$ cat src/rtl/mux_n_pipe_pkg.sv
// rtl/mux_n_pipe_pkg.sv - shared state encoding for the registered N:1 selector
package mux_n_pipe_pkg;

    localparam int STATE_W = 2;

    // EMPTY: main and skid free; ONE: main holds a beat; FULL: main and skid hold beats.
    typedef enum logic [STATE_W-1:0] {
        ST_EMPTY = 2'd0,
        ST_ONE   = 2'd1,
        ST_FULL  = 2'd2
    } state_e;

endpackage

$ cat src/rtl/mux_n_comb.sv
// rtl/mux_n_comb.sv - combinational N:1 indexed select with out-of-range flag
// Ports:
//   sel  - channel index
//   din  - flattened channels, channel k = din[k*WIDTH +: WIDTH]
//   data - selected channel, 0 when sel is out of range
//   err  - 1 when sel >= NUM_IN
module mux_n_comb #(
    parameter int WIDTH  = 32,
    parameter int NUM_IN = 4,
    parameter int SEL_W  = 2
) (
    input  logic [SEL_W-1:0]        sel,
    input  logic [NUM_IN*WIDTH-1:0] din,
    output logic [WIDTH-1:0]        data,
    output logic                    err
);

    // Compare against each legal index rather than using sel as an index, so
    // codes beyond NUM_IN-1 never address past the end of din.
    always_comb begin
        data = '0;
        err  = 1'b1;
        for (int k = 0; k < NUM_IN; k++) begin
            if (sel == SEL_W'(k)) begin
                data = din[k*WIDTH +: WIDTH];
                err  = 1'b0;
            end
        end
    end

endmodule

$ cat src/rtl/mux_n_pipe.sv
// rtl/mux_n_pipe.sv - N-input selector with valid/ready handshake and 2-entry skid
// Ports:
//   clk, rst            - clock, asynchronous active-high reset
//   in_valid/in_ready   - upstream handshake; sel and din sampled on accept
//   out_valid/out_ready - downstream handshake
//   dout, dout_err      - selected beat and its out-of-range flag
module mux_n_pipe
    import mux_n_pipe_pkg::*;
#(
    parameter int WIDTH  = 32,
    parameter int NUM_IN = 4,
    parameter int SEL_W  = 2
) (
    input  logic                    clk,
    input  logic                    rst,
    input  logic                    in_valid,
    output logic                    in_ready,
    input  logic [SEL_W-1:0]        sel,
    input  logic [NUM_IN*WIDTH-1:0] din,
    output logic                    out_valid,
    input  logic                    out_ready,
    output logic [WIDTH-1:0]        dout,
    output logic                    dout_err
);

    logic [WIDTH-1:0] sel_data;
    logic             sel_err;

    state_e           state_q, state_d;
    logic [WIDTH-1:0] main_data_q, main_data_d;
    logic             main_err_q, main_err_d;
    logic [WIDTH-1:0] skid_data_q, skid_data_d;
    logic             skid_err_q, skid_err_d;

    logic accept;
    logic consume;

    mux_n_comb #(
        .WIDTH  (WIDTH),
        .NUM_IN (NUM_IN),
        .SEL_W  (SEL_W)
    ) u_sel (
        .sel  (sel),
        .din  (din),
        .data (sel_data),
        .err  (sel_err)
    );

    // Ready comes only from registered state, so out_ready never reaches
    // in_ready combinationally; the skid entry absorbs the one-cycle lag.
    assign in_ready  = (state_q != ST_FULL) && !rst;
    assign out_valid = (state_q != ST_EMPTY);
    assign dout      = main_data_q;
    assign dout_err  = main_err_q;

    assign accept  = in_valid && in_ready;
    assign consume = out_valid && out_ready;

    always_comb begin
        state_d     = state_q;
        main_data_d = main_data_q;
        main_err_d  = main_err_q;
        skid_data_d = skid_data_q;
        skid_err_d  = skid_err_q;
        case (state_q)
            ST_EMPTY: begin
                if (accept) begin
                    main_data_d = sel_data;
                    main_err_d  = sel_err;
                    state_d     = ST_ONE;
                end
            end
            ST_ONE: begin
                if (accept && consume) begin
                    main_data_d = sel_data;
                    main_err_d  = sel_err;
                end else if (accept) begin
                    // Main is still being presented downstream; park the new beat.
                    skid_data_d = sel_data;
                    skid_err_d  = sel_err;
                    state_d     = ST_FULL;
                end else if (consume) begin
                    // dout keeps its last value while out_valid drops.
                    state_d     = ST_EMPTY;
                end
            end
            ST_FULL: begin
                if (consume) begin
                    main_data_d = skid_data_q;
                    main_err_d  = skid_err_q;
                    state_d     = ST_ONE;
                end
            end
            default: begin
                state_d = ST_EMPTY;
            end
        endcase
    end

    always_ff @(posedge clk or posedge rst) begin
        if (rst) begin
            state_q     <= ST_EMPTY;
            main_data_q <= '0;
            main_err_q  <= 1'b0;
            skid_data_q <= '0;
            skid_err_q  <= 1'b0;
        end else begin
            state_q     <= state_d;
            main_data_q <= main_data_d;
            main_err_q  <= main_err_d;
            skid_data_q <= skid_data_d;
            skid_err_q  <= skid_err_d;
        end
    end

endmodule

$ cat config.mk
export PLATFORM = sky130hd
export DESIGN_NAME = mux_n_pipe
export DESIGN_NICKNAME = d
export VERILOG_FILES = /design/src/rtl/mux_n_pipe_pkg.sv /design/src/rtl/mux_n_comb.sv /design/src/rtl/mux_n_pipe.sv
export SDC_FILE = /design/constraint.sdc
export NUM_CORES = 1
export LEC_CHECK = 0
export ABC_CLOCK_PERIOD_IN_PS = 6600
export CORE_ASPECT_RATIO = 0.6
export CORE_MARGIN = 2
export CORE_UTILIZATION = 45
export CTS_CLUSTER_SIZE = 12
export DETAILED_ROUTE_END_ITERATION = 6
export HOLD_SLACK_MARGIN = 0.15
export PLACE_DENSITY = 0.81
export SYNTH_ARGS = -nofsm -noshare
export SYNTH_HDL_FRONTEND = slang
export SYNTH_SLANG_ARGS = --single-unit
$ cat constraint.sdc
create_clock -name clk -period 6.6 [get_ports clk]
set_input_delay 1.65 -clock clk [delete_from_list [all_inputs] [get_ports clk]]
set_output_delay 1.65 -clock clk [all_outputs]
set_load 0.05 [all_outputs]
==> results.md, run 1 <==
* Post-CTS sizing at 0
* Crit-path most repeated cell: clkdlybuf4s50_1
* First-pass GRT wire length at 21120 um
* Share of the synthesized area in the top cell type at 0.3678
* RSZ-0062 raised after global routing: false
* Mean Syn Cell Area at 10.86 um^2
* Post-CTS Hold Buffers at 0
* Leakage at about 2.6 nW
* Vias in the first global route at 4256
* R2R Path Start: state_q[1]
* Global Route Usage Sum at 0.2434
* Post-CTS Setup Inserts at 0
* CTS tree: done
* Post-Syn Nets at 560
* FF-to-FF path depth at 4
* Post-Syn Area at roughly 4600 um^2
* Fin. max-slew vios at 0
* Buffers and inverters on the worst path at 2
* H-tree depth at 3
* Most common cell after layout, fill and taps aside: clkdlybuf4s50_1
* Final Critical Period at 4.730 ns
* Antenna-violating nets left at 0
* Top cells by area, synth: dfrtp_1, mux2i_1, mux2_2, a311oi_1, nand3b_1
* CP max stage cell: clkdlybuf4s50_1
* Hold crit path type: reg2reg
* Netlist cell types at 27
* Leading area contributor after synthesis: dfrtp_1
* Status: complete, no violations
* DRC Markers at 0
* Via density at 5.877
* Fin. Hold Viols at 0
* Antenna violations before repair at 0
* Critical path type: in2out
* Clock latency on the worst-skew pair at between 0.3 and 0.4 ns
* Die W at 134.9 um
* Clk buf depth at 2
* Max_slew headroom at 0.2663
* Family with the most delay on the worst path: buffers and inverters
* Fraction of layout instances using a drive strength above 1 at 0.1254
* FMAX at 211.4 MHz
* Final Wtd Congestion at 0.7250
* Finished Core Util at 0.6620
* CP Cell Sequence: clkdlybuf4s50_1, nor2_1, clkdlybuf4s50_1
* R2R Setup Slk at 3.83 ns
* Total CTS buffers at 9
* CP startpoint kind: input port
* Peak VDD IR at 0.1652 mV
* Largest net degree at the start of global routing at 97
* Min Hold Slack at 0.5000 ns
* Setup violations, final at 0
* Worst Path Max Fanout at 3
* Setup TNS at 0 ns
* Worst Hold Endpoint: skid_err_q
* CTS sink cnt at 68
* Hpwl dp at 8789 um
* Delay of the slowest critical-path stage at 0.80 ns
* Initial Utilization at 0.4667
* # rows at 28
* Clock transition at the registers of the reported paths at 0.05 ns
* Synthesis-to-finish area growth at 41.86%
* Worst EP required at 4.95 ns
* Sequential element share of the synthesized area at 0.3678
* Final net count at between 600 and 700
* Fin crit share at 0.7166
* Iter 0 DRT Violations at 299
* #FFs+latches synth at 68
* Synth Warn # at 0
* Overflow after GRT at 0
* Die Area at 11140 um^2
* Most frequent cells in the layout: clkdlybuf4s50_1, mux2i_1, dfrtp_1, nand2_1
* PortBufs at 168
* Inst Count DP at roughly 700
* IO Pins at between 150 and 200
* Root Driver: clkbuf_16
* Crit path DAT at 3.08 ns
* DR vias at 4120
* Drt wl/cell at ~19 um
* PD cells at 283.8 nW/um^2
* Levels on crit path at 3
* Area of the core at 9915 um^2
* DRT Pass-1 Iters at 5
* Drt total wl at about 13000 um
* HP Start: skid_err_q
* Syn Inst Count at 426
* Crit end category: output pin
* DIE HEIGHT at ~83 um
* Worst r2r dst: dout[6]
* Setup Skew at between 0.004 and 0.005 ns
* Antenna cells at 0
* Worst Max-Slew Pin Slew at 1.094 ns
* Max Cap Viol at 0
* Final non-filler cell total at 701
* Cells on Worst Hold Path at 1
## metal layers
metal | track usage | up-vias | part of all wire
met5 | 0 | - | 0
met4 | 0.07895 | 0 | 0.014
met3 | 0.06410 | 18 | 0.093
met2 | 0.4081 | 209 | 0.47
met1 | 0.3111 | 1982 | 0.42
li1 | - | 1911 | -
## cell families (layout without fill, tap and decap cells)
kind of cell           Yosys count  count (layout)  share of synthesized area
buffers and inverters           54             194                    0.06057
AOI/OAI and AO/OA               67              67                     0.1422
and+or+nand+nor                106             106                     0.1371
DFF                             68              68                     0.3678
muxes                          131             131                     0.2923
## through the flow
step	instance area [um^2]	worst slack (ns)	power (W)
final	6564	1.870	0.001863
after global placement	6271	1.868	0.001366
after floorplan	4627	2.646	0.001117
after detailed placement	6271	1.866	0.001396
after CTS	6564	1.860	0.001873
after global routing	6564	1.845	0.001952
## registers in the layout, indices dropped and copies added (netlist names)
signal and count:
dout_err 1, skid_data_q 32, dout 32, state_q 2
skid_err_q 1
## synth_stat cells
| cell | number |
|---|---|
| a21o_1 | 1 |
| a311oi_1 | 32 |
| a31o_1 | 1 |
| a41oi_1 | 22 |
| a41oi_2 | 10 |
| and2b_1 | 1 |
| and3b_1 | 1 |
| buf_1 | 1 |
| buf_2 | 17 |
| buf_4 | 5 |
| buf_6 | 5 |
| clkbuf_1 | 22 |
| clkinv_1 | 1 |
| dfrtp_1 | 68 |
| inv_1 | 3 |
| mux2_1 | 1 |
| mux2_2 | 32 |
| mux2i_1 | 98 |
| nand2_1 | 33 |
| nand2b_1 | 2 |
| nand3b_1 | 32 |
| nor2_1 | 1 |
| nor2b_1 | 2 |
| nor3b_4 | 1 |
| o22ai_1 | 1 |
| or2_2 | 1 |
| or3_1 | 32 |
## cell type report
type	instances	area, um^2
well taps	135	168.9
fillers	734	3351
repair buffers	175	1729
clock buffers	11	242.7
inverters	4	15.01
multi-input cells	304	2656
flip-flops and latches	68	1702
clock inverters	4	50.05
## worst max-delay path by stage
stage	startpoint	end
floorplan	rst	in_ready
global placement	rst	in_ready
detailed placement	rst	in_ready
CTS	rst	in_ready
global route	rst	in_ready
finish	rst	in_ready
## power by group
| group | leakage [nW] | internal, W | switching (W) |
|---|---|---|---|
| Combinational | 1.68 | 0.000334 | 0.000407 |
| Sequential | 0.798 | 0.000561 | 0.0000891 |
| Clock | 0.138 | 0.000300 | 0.000172 |
| Total | 2.62 | 0.00119 | 0.000668 |
## worst register-to-register path: cells and delay by family (launching register included)
kind,cells,cell delay (ns)
AO/OA/AOI/OAI,2,0.95
flip-flops,1,0.47
buffers and inverters,2,1.25
No activity file was read; power rests on OpenSTA's default activity.
==> run 2: changes to the inputs <==
ABC_CLOCK_PERIOD_IN_PS = 3940   (was 6600)
CORE_UTILIZATION = 41   (was 45)
PLACE_DENSITY = 0.78   (was 0.81)
clock period = 3.94 ns   (was 6.6 ns; I/O delays follow)
==> results.md, run 2 (synthesized netlist as in run 1, its figures left out) <==
* Status: complete, no violations
* Antenna cells at 0
* H-tree depth at 3
* Final Wtd Congestion at 0.7493
* Antenna violations before repair at 0
* Fin. Hold Viols at 0
* Sw frac at 0.3647
* Post-CTS Hold Buffers at 0
* Leakage at 2.653 nW
* Crit path DAT at 2.43 ns
* DR vias at around 4.1k
* Critical path type: in2out
* Via density at roughly 5.8
* CTS sink cnt at 68
* Fill cell count at around 850
* Clock latency on the worst-skew pair at 0.33 ns
* DRC Markers at 0
* CP startpoint: rst
* NetSw at 0.001118 W
* Clock network fraction of total power at 0.236
* Synthesis-to-finish area growth at 42.92%
* Global Route Usage Sum at 0.2261
* Most common cell after layout, fill and taps aside: clkdlybuf4s50_1
* CP startpoint kind: input port
* Vias in the first global route at 4283
* Fin. max-slew vios at 0
* Setup Skew at ~0.0034 ns
* Final net count at 704
* Setup TNS at 0 ns
* Setup violations, final at 0
* Clock transition at the registers of the reported paths at 0.05 ns
* Die Area at 12180 um^2
* Antenna-violating nets left at 0
* PD cells at 463.7 nW/um^2
* Overflow after GRT at 0
* Worst Max-Slew Pin Slew at 1.087 ns
* FMAX at between 200 and 300 MHz
* Post-CTS sizing at 0
* Peak VDD IR at 0.2357 mV
* Internal at 0.001948 W
* Die W at 141.1 um
* Post-CTS Setup Inserts at 0
* Min Hold Slack at approximately 0.49 ns
* Drt wl/cell at 19.08 um
* Initial Utilization at 0.4294
* Iter 0 DRT Violations at 281
* Worst EP required at slightly below 3 ns
* Most frequent cells in the layout: clkdlybuf4s50_1, mux2i_1, dfrtp_1, nand2_1
* Area of the core at between 10000 and 15000 um^2
* Comb pwr share at 0.408
* CTS tree: done
* Seq pwr share at 0.356
* DRT Pass-1 Iters at 5
* Clk buf depth at 2
* Max Cap Viol at 0
* Hpwl dp at between 9000 and 10000 um
* R2R Path Start: state_q[0]
* HP Start: skid_data_q[2]
* Fraction of layout instances using a drive strength above 1 at 0.1339
* Hold crit path type: reg2reg
* PortBufs at about 170
* Crit end category: output pin
* Largest net degree at the start of global routing at 97
* RSZ-0062 raised after global routing: false
* Fin crit share at 0.8661
* First-pass GRT wire length at 21740 um
* Final Critical Period at 3.412 ns
* IO Pins at 169
* # rows at 29
* Max_slew headroom at 0.2751
* DIE HEIGHT at 86.29 um
* Root Driver: clkbuf_16
* Worst Path Max Fanout at 3
* Total CTS buffers at 9
* Drt total wl at 13620 um
[run 2: final cells by class]
class,count,area (um^2),area share
Clock buffer,14,254.0,0.03841
Timing Repair Buffer,183,1802,0.2725
Clock inverter,2,10.01,0.001514
Sequential cell,68,1702,0.2573
Inverter,4,15.01,0.002271
Tap cell,139,173.9,0.02630
Multi-Input combinational cell,304,2656,0.4017
[run 2: final timing paths]
kind                                   end  slack, ns  depth (start not counted)
max                               in_ready       0.53                          3
min                         skid_data_q[2]       0.49                          1
min in group asynchronous         dout[21]       1.22                          2
min reg2reg                 skid_data_q[2]       0.49                          1
max in group asynchronous  skid_data_q[17]       2.05                          3
max reg2reg                        dout[3]       1.91                          5
[run 2: stage by stage]
step	setup WS (ns)	total power (W)	cells	utilization	cell area, um^2
after floorplan	1.243	0.001870	426	-	4627
after global placement	0.5225	0.002299	698	0.5891	6349
after detailed placement	0.5296	0.002350	698	0.5891	6349
after CTS	0.5237	0.003086	714	0.6136	6613
after global routing	0.5053	0.003210	714	0.6136	6613
final	0.5277	0.003066	714	0.6136	6613
[run 2: layer usage]
layer / part of all wire / GRT usage / wire (um) / up-vias
li1: - / - / - / 1927
met1: 0.45 / 0.2913 / 6157 / 2005
met2: 0.46 / 0.3760 / 6295 / 198
met3: 0.080 / 0.06464 / 1087 / 8
met4: 0.0059 / 0.06455 / 80 / 0
met5: 0 / 0 / 0 / -
[run 2: critical path, stage by stage]
cell and delay (ns):
clkdlybuf4s50_1 0.50, nor2_1 0.14, clkdlybuf4s50_1 0.80
[run 2: power by group through the flow]
| stage | registers, W | logic [W] | clock network (W) |
|---|---|---|---|
| after CTS | 0.00109 | 0.00126 | 0.000739 |
| after floorplan | 0.00139 | 0.000484 | 0 |
| final | 0.00109 | 0.00125 | 0.000723 |
| after global routing | 0.00112 | 0.00133 | 0.000766 |
| after global placement | 0.00108 | 0.00122 | 0 |
| after detailed placement | 0.00110 | 0.00125 | 0 |
==> run 3: changes to the inputs <==
PLACE_DENSITY = default   (was 0.78)
PLACE_DENSITY_LB_ADDON = 0.15   (was default)
==> results.md, run 3 (synthesized netlist as in run 1, its figures left out) <==
* Status: complete, no violations
* PortBufs at 168
* Worst Max-Slew Pin Slew at around 1.1 ns
* Worst Path Max Fanout at 3
* Antenna violations before repair at 0
* Fraction of layout instances using a drive strength above 1 at 0.1349
* Post-CTS Setup Inserts at 0
* Final Critical Period at between 3 and 4 ns
* FMAX at 291.8 MHz
* Final Wtd Congestion at 0.7854
* Fin. Hold Viols at 0
* Worst EP required at 2.95 ns
* Via density at 5.694
* CTS sink cnt at 68
* CP startpoint kind: input port
* Fill cell count at 866
* Clk buf depth at 2
* Hold crit path type: reg2reg
* First-pass GRT wire length at about 22000 um
* H-tree depth at 3
* Fin. max-slew vios at 0
* Post-CTS sizing at 0
* Crit end category: output pin
* DR vias at between 4k and 5k
* Fin crit share at 0.8698
* Global Route Usage Sum at 0.2275
* Design Area, Final at 6628 um^2
* Peak VDD IR at 0.2217 mV
* Total CTS buffers at 9
* Antenna cells at 0
* R2R Setup Slk at 1.58 ns
* Setup violations, final at 0
* Largest net degree at the start of global routing at 97
* Leakage at 2.658 nW
* Setup TNS at 0 ns
* Most common cell after layout, fill and taps aside: clkdlybuf4s50_1
* DRT Pass-1 Iters at 4
* Synthesis-to-finish area growth at 43.24%
* Vias in the first global route at 4205
* Dpl cell area at 6339 um^2
* Max_slew headroom at 0.2869
* Antenna-violating nets left at 0
* Initial Utilization at 0.4294
* Iter 0 DRT Violations at 264
* Met3 wire len at between 1000 and 1500 um
* Hpwl dp at 9058 um
* Final net count at 701
* Overflow after GRT at 0
* Drt wl/cell at 18.86 um
* DIE HEIGHT at 86.29 um
* CTS tree: done
* Die Area at ~12000 um^2
* IO Pins at between 150 and 200
* PD cells at 468.0 nW/um^2
* Post-route met1 wirelength at a little under 6000 um
* Critical path type: in2out
* RSZ-0062 raised after global routing: false
* Crit path DAT at 2.44 ns
* DR top layer: met4
* Met2 routed WL at 6124 um
* # rows at 29
* DRC Markers at 0
* Post-CTS Hold Buffers at 0
* Max Cap Viol at 0
* Area of the core at 10780 um^2
* Die W at about 140 um
* Clock latency on the worst-skew pair at 0.33 ns
* Most frequent cells in the layout: clkdlybuf4s50_1, mux2i_1, dfrtp_1, nand2_1
* Clock transition at the registers of the reported paths at approximately 0.060 ns
* Setup Skew at ~0.0053 ns
* Drt total wl at 13390 um
* Root Driver: clkbuf_16
## run 3: routing by layer
layer,up-vias,GRT usage
met5,-,0
met3,15,0.05525
li1,1919,-
met4,0,0.05818
met1,1938,0.3107
met2,171,0.3672
## run 3: layout make-up
class,instances,area [um^2],share of cell area
clock buffer,14,284.0,0.04285
clock inverter,1,5.005,0.0007551
inverter,4,15.01,0.002265
multi-input combinational,304,2656,0.4008
sequential,68,1702,0.2567
tap,139,173.9,0.02624
timing repair buffer,180,1792,0.2703
## run 3: where the power goes
part / switching (W) / leakage, nW / internal, W
sequential: 0.000134 / 0.798 / 0.000939
clock: 0.000288 / 0.145 / 0.000490
combinational: 0.000683 / 1.72 / 0.000566
total: 0.00111 / 2.66 / 0.00200
## run 3: metrics by stage
step                total power, W  std cells    util  setup WS, ns  hold WS (ns)
CTS                       0.003119        710  0.6150        0.5031        0.4962
finish                    0.003102        710  0.6150        0.5130        0.5019
detailed placement        0.002338        695  0.5882        0.5045        0.4833
global route              0.003257        710  0.6150        0.4742        0.5106
global placement          0.002297        695  0.5882        0.5431        0.4666
floorplan                 0.001870        426       -         1.243        0.4580
## run 3: path summary, 6_finish.rpt
| check | endpoint | start | depth (start not counted) |
|---|---|---|---|
| setup / recovery | in_ready | rst | 3 |
| hold / removal | skid_data_q[2] | skid_data_q[2] | 1 |
| setup reg to reg | dout[10] | state_q[1] | 5 |
| hold reg to reg | skid_data_q[2] | skid_data_q[2] | 1 |
| max in group asynchronous | dout[20] | rst | 3 |
| min in group asynchronous | dout[15] | rst | 2 |
## run 3: worst max-delay path: stages
cell and delay, ns:
clkdlybuf4s50_1 0.49, nor2_1 0.15, clkdlybuf4s50_1 0.81
==> variant, RTL diff (flow settings as in run 3) <==
`WIDTH` is set to 32 in 2 places; all go to 16.
--- a/src/rtl/mux_n_comb.sv
+++ b/src/rtl/mux_n_comb.sv
@@ -5,7 +5,7 @@
 //   data - selected channel, 0 when sel is out of range
 //   err  - 1 when sel >= NUM_IN
 module mux_n_comb #(
-    parameter int WIDTH  = 32,
+    parameter int WIDTH  = 16,
     parameter int NUM_IN = 4,
     parameter int SEL_W  = 2
 ) (
--- a/src/rtl/mux_n_pipe.sv
+++ b/src/rtl/mux_n_pipe.sv
@@ -7,7 +7,7 @@
 module mux_n_pipe
     import mux_n_pipe_pkg::*;
 #(
-    parameter int WIDTH  = 32,
+    parameter int WIDTH  = 16,
     parameter int NUM_IN = 4,
     parameter int SEL_W  = 2
 ) (
Interface: changed (resized din and dout); port bits go from 169 to 89. The function was not compared with the original's and may differ.
==> variant against run 3 <==
  * Power decreased by 50%
  * Wire length decreased by 58%
  * Setup slack improved by 0.59 ns
  * Critical path depth increased by 1
  * Area after synthesis decreased by 53%
  * Sequential cell count decreased by 32
  * Design area decreased by 52%
  * Combinational power decreased by 47%
  * Critical endpoint unchanged
  * Clock power decreased by 58%
==> variant: results (changes against run 3) <==
stage,metric,value,unit,change
layout,Antenna diodes,0,,unchanged
layout,Final nets,353,,-50%
clock_network,PostCTS Resize Cnt,0,,unchanged
global_route,routing usage on met3,0.06106,,+0.005811
global_route,Most Crowded Layer GR,met2,,
global_route,initial antenna violation count,0,,unchanged
route,top sig layer,met4,,
logic_synthesis,Compound-Gate Fraction of Synth Area,0.1953,,+0.05305
global_route,grt met2 use,0.3151,,-0.05210
timing,Setup Skew,0.005134,ns,-0.0001610 ns
status,status,"finished, final reports clean",,
route,post-DR wirelength/cell,16.00,um,-15%
global_route,largest net degree at the start of global routing,38,,-61%
timing,post-route setup TNS,0,ns,unchanged
layout,fillers,431,,-50%
logic_synthesis,synth top area cells,"dfrtp_1, mux2i_1, mux2_2",,
place,final weighted congestion in routability-driven placement,0.7487,,-4.7%
clock_network,root buf cell,clkbuf_8,,
clock_network,CTS H-tree depth,2,,-1
clock_network,clock tree buffer depth,2,,unchanged
worst_setup_path,crit-path max FO,2,,-1
logic_synthesis,Cell variety after synth,27,,unchanged
global_route,vias in the first global route,1860,,-56%
logic_synthesis,Synth Area in Adders,0,,unchanged
clock_network,Post CTS Setup Buffer Count,0,,unchanged
layout,layout cell share with drive strength beyond 1,0.1162,,-0.01865
place,Port Buffers,88,,-48%
timing,Final Max Tran Viols,0,,unchanged
min_path,Hold Path Class,reg -> reg,,
clock_network,worst skew pair latency,0.29,ns,-0.04 ns
pwr,peak supply drop,0.0003637,V,+64%
timing,Slew headroom,0.3791,,+0.09220
global_route,GRT Overall Usage,0.1961,,-0.03143
route,met3 WL post-DR,448,um,-63%
logic_synthesis,post-synthesis sequential area ratio,0.4136,,+0.04579
clock_network,Sink Count,36,,-47%
route,WL met2,2.429,mm,-60%
route,via/cell ratio,5.594,,-1.8%
logic_synthesis,syn nets,269,,-52%
global_route,first-pass GRT wire length,9.032,mm,-59%
pwr,Static Leak,1.457,nW,-45%
place,dpl hpwl,3.977,mm,-56%
logic_synthesis,Async SR Flop Fraction,1.000,,unchanged
logic_synthesis,mux contribution to synthesized area,0.2343,,-0.05797
route,Initial DRC Count,96,,-64%
clock_network,clk slew on worst S/H paths,0.07,ns,
pwr,internal power,0.9780,mW,-51%
worst_setup_path,Worst EP arrival,1.85,ns,-0.59 ns
route,WL met1,2.623,mm,-56%
global_route,met1 Usage GRT,0.2567,,-0.05406
clock_network,CTS buffer count,5,,-4
logic_synthesis,top post-synthesis cells by count,"dfrtp_1, mux2i_1, nor2b_1",,
logic_synthesis,Synth Area in XOR/XNOR,0,,unchanged
[variant: cell types whose count changed in the layout (fill, tap and decap cells not counted), sizes merged, moves of 17 or more]
cell / change
clkdlybuf4s50: -80
mux2i: -65
a311oi: -32
a41oi: -32
dfrtp: -32
nand3b: -32
or3: -32
nand2: -31
mux2: -17
[variant: stage by stage]
stage	utilization	cells	total power, mW	cell area [um2]	setup WS (ns)
finish	0.6296	350	1.548	3198	1.106
global route	0.6296	350	1.624	3198	1.053
CTS	0.6296	350	1.563	3198	1.094
detailed placement	0.6084	342	1.235	3090	1.098
global placement	0.6084	342	1.221	3090	1.098
floorplan	-	199	0.9858	2178	0.6407
[variant: cell type report]
class,count,area (um2),share of cell area
Multi-Input combinational cell,145,1172,0.3666
Timing Repair Buffer,94,930.9,0.2911
Sequential cell,36,900.9,0.2817
Tap cell,66,82.58,0.02582
Clock buffer,6,72.57,0.02269
Clock inverter,2,35.03,0.01095
Inverter,1,3.754,0.001174
[variant: power groups by stage]
stage / clock (mW) / combinational (mW) / sequential (mW)
finish: 0.324 / 0.665 / 0.559
global route: 0.347 / 0.702 / 0.575
global placement: 0 / 0.662 / 0.560
detailed placement: 0 / 0.670 / 0.564
floorplan: 0 / 0.221 / 0.765
CTS: 0.333 / 0.672 / 0.558
[variant: critical path, stage by stage]
cell	delay, ns
clkdlybuf4s50_1	0.49
inv_1	0.06
and2_1	0.16
buf_12	0.15
[variant: final timing paths]
kind	slack [ns]	start	cells after the start	to
max reg2reg	1.64	state_q[0]	6	dout[0]
min	0.48	skid_data_q[9]	1	skid_data_q[9]
max in group asynchronous	2.42	rst	3	skid_data_q[0]
min in group asynchronous	1.18	rst	3	dout[9]
max	1.11	rst	4	in_ready
min reg2reg	0.48	skid_data_q[9]	1	skid_data_q[9]
